### src/rtl/reg_file_sb.sv
// ---------------------------------------------------------------------------
// reg_file_sb
//   Integer register file with a per-register pending scoreboard.
//   - Two combinational read ports, optional same-cycle write-to-read bypass.
//   - One writeback port: writes data and clears the destination's pending bit.
//   - One issue port: marks a destination pending for a long-latency producer.
//   - x0 reads as zero, ignores writes and is never marked pending.
//   CNT_W must satisfy 2**CNT_W > 2**ADDR_W so the pending count cannot wrap.
//
// Ports
//   clk_in, reset_n_in            clock / asynchronous active-low reset
//   rs1_address_in, rs2_address_in read addresses
//   rs1_data_out, rs2_data_out    read data (combinational)
//   rs1_busy_out, rs2_busy_out    source operand still pending
//   issue_valid_in, issue_rd_in   mark destination pending
//   issue_waw_out                 destination already pending (advisory)
//   wr_en_in, wr_rd_in, wr_data_in writeback
//   pending_count_out             number of pending registers
//   all_idle_out                  nothing pending
// ---------------------------------------------------------------------------
module reg_file_sb #(
    parameter int XLEN   = 32,
    parameter int ADDR_W = 5,
    parameter int BYPASS = 1,
    parameter int CNT_W  = 6
) (
    input  logic              clk_in,
    input  logic              reset_n_in,
    input  logic [ADDR_W-1:0] rs1_address_in,
    input  logic [ADDR_W-1:0] rs2_address_in,
    output logic [XLEN-1:0]   rs1_data_out,
    output logic [XLEN-1:0]   rs2_data_out,
    output logic              rs1_busy_out,
    output logic              rs2_busy_out,
    input  logic              issue_valid_in,
    input  logic [ADDR_W-1:0] issue_rd_in,
    output logic              issue_waw_out,
    input  logic              wr_en_in,
    input  logic [ADDR_W-1:0] wr_rd_in,
    input  logic [XLEN-1:0]   wr_data_in,
    output logic [CNT_W-1:0]  pending_count_out,
    output logic              all_idle_out
);

    localparam int NUM_REGS = 2 ** ADDR_W;
    localparam bit BYP      = (BYPASS != 0);

    logic [XLEN-1:0]     regs [NUM_REGS];
    logic [NUM_REGS-1:0] pending;
    logic [CNT_W-1:0]    pending_count;

    logic set_en;
    logic clr_en;
    logic set_same;
    logic cnt_inc;
    logic cnt_dec;

    // x0 never takes part in writes or the scoreboard.
    assign set_en   = issue_valid_in && (issue_rd_in != '0);
    assign clr_en   = wr_en_in && (wr_rd_in != '0);
    assign set_same = set_en && clr_en && (issue_rd_in == wr_rd_in);

    // Count tracks the popcount of pending: only real 0->1 / 1->0 transitions move it.
    assign cnt_inc = set_en && !pending[issue_rd_in];
    assign cnt_dec = clr_en && pending[wr_rd_in] && !set_same;

    // NOTE: the register array is reset because the architecture requires every
    // register to read zero after reset; that forces flops rather than a RAM macro.
    always_ff @(posedge clk_in or negedge reset_n_in) begin
        if (!reset_n_in) begin
            for (int i = 0; i < NUM_REGS; i++) begin
                regs[i] <= '0;
            end
        end else if (clr_en) begin
            // NOTE: sequential state uses non-blocking assignments so every flop
            // samples pre-edge values regardless of statement order.
            regs[wr_rd_in] <= wr_data_in;
        end
    end

    always_ff @(posedge clk_in or negedge reset_n_in) begin
        if (!reset_n_in) begin
            pending <= '0;
        end else begin
            if (clr_en) begin
                pending[wr_rd_in] <= 1'b0;
            end
            // Set is written last so it overrides a same-register clear: the
            // register stays pending for the newly issued producer.
            if (set_en) begin
                pending[issue_rd_in] <= 1'b1;
            end
        end
    end

    always_ff @(posedge clk_in or negedge reset_n_in) begin
        if (!reset_n_in) begin
            pending_count <= '0;
        end else begin
            case ({cnt_inc, cnt_dec})
                2'b10:   pending_count <= pending_count + CNT_W'(1);
                2'b01:   pending_count <= pending_count - CNT_W'(1);
                default: pending_count <= pending_count;
            endcase
        end
    end

    // Read ports share one description, indexed by port number.
    logic [ADDR_W-1:0] rs_addr [2];
    logic [XLEN-1:0]   rs_data [2];
    logic              rs_busy [2];

    assign rs_addr[0] = rs1_address_in;
    assign rs_addr[1] = rs2_address_in;

    always_comb begin
        // NOTE: every combinational output gets a default first so no path
        // through the block can leave it unassigned and infer a latch.
        for (int p = 0; p < 2; p++) begin
            rs_data[p] = '0;
            rs_busy[p] = 1'b0;
            // Outputs are forced quiet while reset is held, including the bypass path.
            if (reset_n_in && (rs_addr[p] != '0)) begin
                if (BYP && wr_en_in && (wr_rd_in == rs_addr[p])) begin
                    rs_data[p] = wr_data_in;
                    rs_busy[p] = 1'b0;
                end else begin
                    rs_data[p] = regs[rs_addr[p]];
                    rs_busy[p] = pending[rs_addr[p]];
                end
            end
        end
    end

    assign rs1_data_out = rs_data[0];
    assign rs2_data_out = rs_data[1];
    assign rs1_busy_out = rs_busy[0];
    assign rs2_busy_out = rs_busy[1];

    // A writeback to the same destination in this cycle resolves the hazard.
    assign issue_waw_out = reset_n_in && set_en && pending[issue_rd_in]
                           && !(wr_en_in && (wr_rd_in == issue_rd_in));

    assign pending_count_out = pending_count;
    assign all_idle_out      = (pending_count == '0);

endmodule

### config.mk
export PLATFORM = sky130hd
export DESIGN_NAME = reg_file_sb
export DESIGN_NICKNAME = d
export VERILOG_FILES = /design/src/rtl/reg_file_sb.sv
export SDC_FILE = /design/constraint.sdc
export NUM_CORES = 2
export LEC_CHECK = 0
export CORE_MARGIN = 1.5
export CORE_UTILIZATION = 30
export CTS_CLUSTER_DIAMETER = 50
export DETAILED_ROUTE_END_ITERATION = 16
export PLACE_DENSITY = 0.52
export SYNTH_ARGS = -nofsm -noshare
export SYNTH_HDL_FRONTEND = slang
export SYNTH_SLANG_ARGS = --single-unit
### constraint.sdc
create_clock -name clk_in -period 6.7 [get_ports clk_in]
set_input_delay 1.005 -clock clk_in [delete_from_list [all_inputs] [get_ports clk_in]]
set_output_delay 1.005 -clock clk_in [all_outputs]
set_load 0.005 [all_outputs]
Word level (Yosys, flattened, before mapping)

Index checks and enable logic that the tools add are counted.

Word-level logic and storage cells: 117
Output and inout port bits: 74
Register bits after elaboration: 1062

Eq/ne operators: 6
Bitwise operators: 6
Add/sub/neg operators: 2
Order comparisons: 10
Reduce and logical (&&, ||, !) cells: 27
Multiplexer cells: 32

Operators by type and width:

| cell                                                               | number |
|---|---|
| bitwise mux 1024 bit                                               | 1 |
| 2-to-1 mux 32 bit                                                  | 11 |
| binary-select mux 32 bit (select 5 bit)                            | 2 |
| demux 32 bit (select 5 bit)                                        | 1 |
| bitwise AND 32 bit                                                 | 1 |
| inverter 32 bit                                                    | 1 |
| bitwise OR 32 bit                                                  | 1 |
| < comparator 5 x 6 -> 1 bit (second input constant)                | 4 |
| binary-select mux 1 bit (select 5 bit)                             | 4 |
| equality test 5 bit                                                | 4 |
| nonzero test 5 bit                                                 | 4 |
| greater-or-equal comparator 6 bit (second input constant)          | 3 |
| logical AND 1 bit                                                  | 18 |
| inverter 5 -> 6 bit                                                | 3 |
| one-hot mux 6 bit (2 select lines)                                 | 1 |
| demux 1 bit (select 5 bit)                                         | 2 |
| greater-or-equal comparator 5 x 1 -> 1 bit (second input constant) | 2 |
| 2-to-1 mux 1 bit                                                   | 10 |
| adder 6 x 1 -> 6 bit (second input constant)                       | 1 |
| zero test 6 bit                                                    | 1 |
| < comparator 6 x 1 -> 1 bit (second input constant)                | 1 |
| subtractor 6 x 1 -> 6 bit (second input constant)                  | 1 |
| zero test 1 bit                                                    | 3 |
| equality test 2 x 1 -> 1 bit (second input constant)               | 1 |
| 2 further kinds                                                    | 2 |

Longest topological paths before layout

Depth after elaboration: 9
Depth in mapped cells: 14

Least setup slack after synthesis

Ideal clock, no wire load.

Kind: input -> register
Start point: input port issue_rd_in[0]
End point: register pending_count[5] (netlist: pending_count_out[5])
Data required time: 6621 ps
Arrival time: 4013 ps
Path slack: 2608 ps
Path buffers: 2
Stages: 14
Cells stage by stage: clkbuf_1 > buf_2 > mux4_2 > inv_1 > o22ai_1 > nor4_1 > nand2_1 > ha_1 > ha_1 > a21o_1 > a21oi_1 > or4_1 > nand3_1 > xor2_1

Cells in the longest elaborated chain, start to end: 8
Elaborated cells between the ends (all ways): 15
Classes of those cells: 3 x eq/ne; 3 x mux; 9 x reduce/logical

RTL lines:

| item                                                                                       | RTL line | RTL |
|---|---|---|
| start: declaration                                                                         | 36       | `input logic [ADDR_W-1:0] issue_rd_in,` |
| parallel branches: the longest is 8 deep, another holds one-hot mux 6 bit (2 select lines) | -        |  |
| end signal: assignment                                                                     | 101      | `2'b10: pending_count <= pending_count + CNT_W'(1);` |
| end signal: assignment                                                                     | 102      | `2'b01: pending_count <= pending_count - CNT_W'(1);` |
| end signal: assignment                                                                     | 103      | `default: pending_count <= pending_count;` |
| end: declaration                                                                           | 50       | `logic [CNT_W-1:0] pending_count;` |

Parallel ways; which one is timed is not known. The select of a mux whose other input is x is not followed.
A chain may end at the register's enable or synchronous reset.

Final worst setup path

Start point: input port rs1_address_in[2]
End point: output port rs1_data_out[5]

Cells in the longest elaborated chain, start to end: 6
Elaborated cells between the ends (all ways): 10
Classes of those cells: 1 x eq/ne; 5 x mux; 1 x bitwise; 3 x reduce/logical

RTL lines:

| item                                                  | RTL line | RTL |
|---|---|---|
| start: declaration                                    | 29       | `input logic [ADDR_W-1:0] rs1_address_in,` |
| inverter 5 -> 6 bit (not written as such)             | 128      | `rs_data[p] = regs[rs_addr[p]];` |
| binary-select mux 32 bit (select 5 bit)               | 128      |  |
| 2-to-1 mux 32 bit (not written as such) (2 in series) | 128      |  |
| 2-to-1 mux 32 bit                                     | 124      | `if (BYP && wr_en_in && (wr_rd_in == rs_addr[p])) begin` |
| 2-to-1 mux 32 bit *                                   | 123      | `if (reset_n_in && (rs_addr[p] != '0)) begin` |
| end: declaration                                      | 31       | `output logic [XLEN-1:0] rs1_data_out,` |

Mark *: on every way between the ends. The rest lies on a longest branch, timed or not. The select of a mux whose other input is x is not followed.

==> out/qor.txt <==
CTS clk-pin slew, worst paths = 50 ps
number of flops mapped to enable cells by yosys = 0
wire per inst = 30.7 um
LEAKAGE = 28.7 nW
Vias = 39134
DR iter-0 viols = 3009
# IOs = 130
Post-Route WL = 207000 um
Post-Route Setup TNS = 0 ps
Max Cap Violations = 0
CTS tree = built
Fin Clk Skew = 22.7 ps
Clock power frac = 0.387
Worst Path Arrival = 4750 ps
Post-CTS Hold Buffers = 0
Worst EP required = 5690 ps
Max-slew headroom = 0.0879
core footprint = 0.192 mm2
CTS sink count = 1062
NetSw = 5.73 mW
mapped cell area = 0.0580 mm2
Most used DFF post-synth = dfrtp_1
Yosys warning count = 0
Final Slew Violations = 0
Setup crit end kind = output pin
Post-Synthesis Cells = 4176
Worst Max-Slew Pin Slew = 1360 ps
top cells by area, synth = dfrtp_1 (46%), mux2_2 (19%), mux4_2 (14%)
gr ovfl total = 0
fin crit share = 0.858
Worst-Skew Late Latency = 790 ps
cell taking the most area after synthesis = dfrtp_1
hold crit path type = in2async
die area = 0.196 mm2
vias in the first global route = 40046
worst-path fanout max = 40
Rows = 161
post-detail-place hpwl = 113000 um
first-pass GRT wire length = 299000 um
Synth cell types = 56
share of layout cells above drive strength 1 = 0.419
root buffer cell = clkbuf_16
TritonCTS Buffers = 143
Max Root-Sink Buffers = 3
Layout area overhead = 15.0%
crit path kind = in2out
Syn Area/Cell = 13.9 um2
critical path startpoint category = input port
sequential fraction of the synthesis area = 0.458
gpl congestion = 0.791
syn nets = 4238
post-CTS setup buffers = 0
RSZ-0062 raised after global routing = no
share of power burned in registers = 0.419
final hold viol count = 0
Max Fclk = 0.174 GHz
remaining routing DRC violations = 0
utilization after layout = 0.347
Power Internal = 14.7 mW
power density cells = 306 mW/mm2
antenna violations before repair = 5
Synth top area share = 0.458
#FFs+latches synth = 1062
status = complete, no violations
total power = 20.4 mW
GRT Util Overall = 0.208
Initial DRT Pass Iterations = 5
Sw Share = 0.280
combinational share of power = 0.194
pin count of the biggest net entering global routing = 164
H-tree depth = 4
maximum vdd ir drop = 0.000278 V
Setup-failing EPs final = 0
CTS resizes = 0
Via density = 5.80
fin crit period = 5750 ps
die width = 443 um
DIE HEIGHT = 443 um
antenna-violating nets left = 0
Nets = 4175
Initial Util = 0.302
I/O Buffers = 129
Async SR Flop Fraction = 1.00
-- metal layers --
layer	wire, um	GRT usage	vias up
li1	-	-	16137
met2	101000	0.347	1257
met4	8510	0.0839	2
met1	87300	0.272	21334
met3	9960	0.0294	404
met5	13	0	-
-- sequential cells by signal (all words and copies together) (netlist names) --
signal / cells
pending: 32
pending_count_out: 6
regs: 1024
-- power groups by stage --
| stage | Sequential (mW) | Combinational, mW | Clock (mW) |
|---|---|---|---|
| 2_1_floorplan | 8.37 | 2.94 | 0 |
| 3_3_place_gp | 8.57 | 3.92 | 0 |
| 3_5_place_dp | 8.65 | 3.99 | 0 |
| 4_1_cts | 8.54 | 4.00 | 8.06 |
| 5_1_grt | 8.74 | 4.27 | 8.32 |
| 6_report | 8.57 | 3.97 | 7.91 |
-- worst max-delay path: stages --
cell and delay (ps):
clkdlybuf4s50_1 700, buf_4 350, nor2b_4 840, buf_12 380
a221oi_1 180, a22oi_1 210, a21oi_1 210, a211o_1 320
clkdlybuf4s50_1 470
-- final timing paths --
path	startpoint	end	slack [ps]	cells after the start
min in group clk_in	regs[1008]	regs[1008]	390	0
worst min-delay path	reset_n_in	regs[631]	120	1
worst max register to register	pending[19]	pending_count_out[5]	3240	11
worst max-delay path	rs1_address_in[2]	rs1_data_out[5]	950	9
max in group asynchronous	reset_n_in	regs[910]	3020	5
worst min register to register	regs[1008]	regs[1008]	390	0
-- metrics by stage --
step	setup WS, ps	cells	hold slack, ps	instance area, um2
after floorplan	2610	4176	441	58000
after global placement	1070	6494	376	61900
after detailed placement	1040	6494	382	61900
after CTS	1060	6749	94.6	66700
after global routing	924	6749	132	66700
final	950	6750	123	66700
-- synthesized netlist by cell type, drive strengths merged, types with 17 or more instances --
cell	n
nor2	32
clkbuf	239
mux4	351
mux2	995
o21ai	151
nor3	22
a211o	62
inv	29
o22ai	17
a221oi	188
a22oi	128
buf	228
mux2i	394
dfrtp	1062
nand2	45
a21oi	128
-- layout by cell type, fill, tap and decap left out, types with 6 or more instances in the layout --
master,n
nor3_1,15
nand4_1,7
xnor2_1,13
o22ai_1,17
xor2_1,7
a211o_1,62
mux2_2,995
nor2_4,14
nand2b_1,6
a22oi_1,128
nand2_1,35
inv_1,25
buf_12,29
buf_4,103
nand2_4,10
nand3_1,8
a21oi_1,128
inv_6,8
dfrtp_1,1062
clkdlybuf4s50_1,122
clkbuf_1,25
mux2i_1,394
bufinv_16,13
clkbuf_16,146
a221oi_1,184
clkbuf_8,25
clkinvlp_4,10
o21ai_0,114
clkinv_2,16
mux4_2,351
o21ai_1,37
nor2_1,18
-- logic make-up (layout without fill, tap and decap cells) --
| group | after synthesis | in the layout | share of synthesized area |
|---|---|---|---|
| xor gates and xnor gates | 20 | 20 | 0.00302 |
| muxes | 1740 | 1740 | 0.397 |
| buffers and inverters | 496 | 543 | 0.0424 |
| other | 0 | 1 | 0 |
| and+or+nand+nor | 159 | 159 | 0.0144 |
| AOI/OAI and AO/OA | 693 | 693 | 0.0837 |
| adders and majority gates | 6 | 6 | 0.00142 |
| DFF | 1062 | 1062 | 0.458 |
-- cell type report --
| type | instances | area, um2 |
|---|---|---|
| Clock buffer | 196 | 4090 |
| Inverter | 29 | 119 |
| Multi-Input combinational cell | 2618 | 29300 |
| Clock inverter | 59 | 783 |
| Sequential cell | 1062 | 26600 |
| Tap cell | 2526 | 3160 |
| Timing Repair Buffer | 259 | 2650 |
| Antenna cell | 1 | 2.50 |
| Fill cell | 18449 | 126000 |
(Power assumes the default switching activity.)
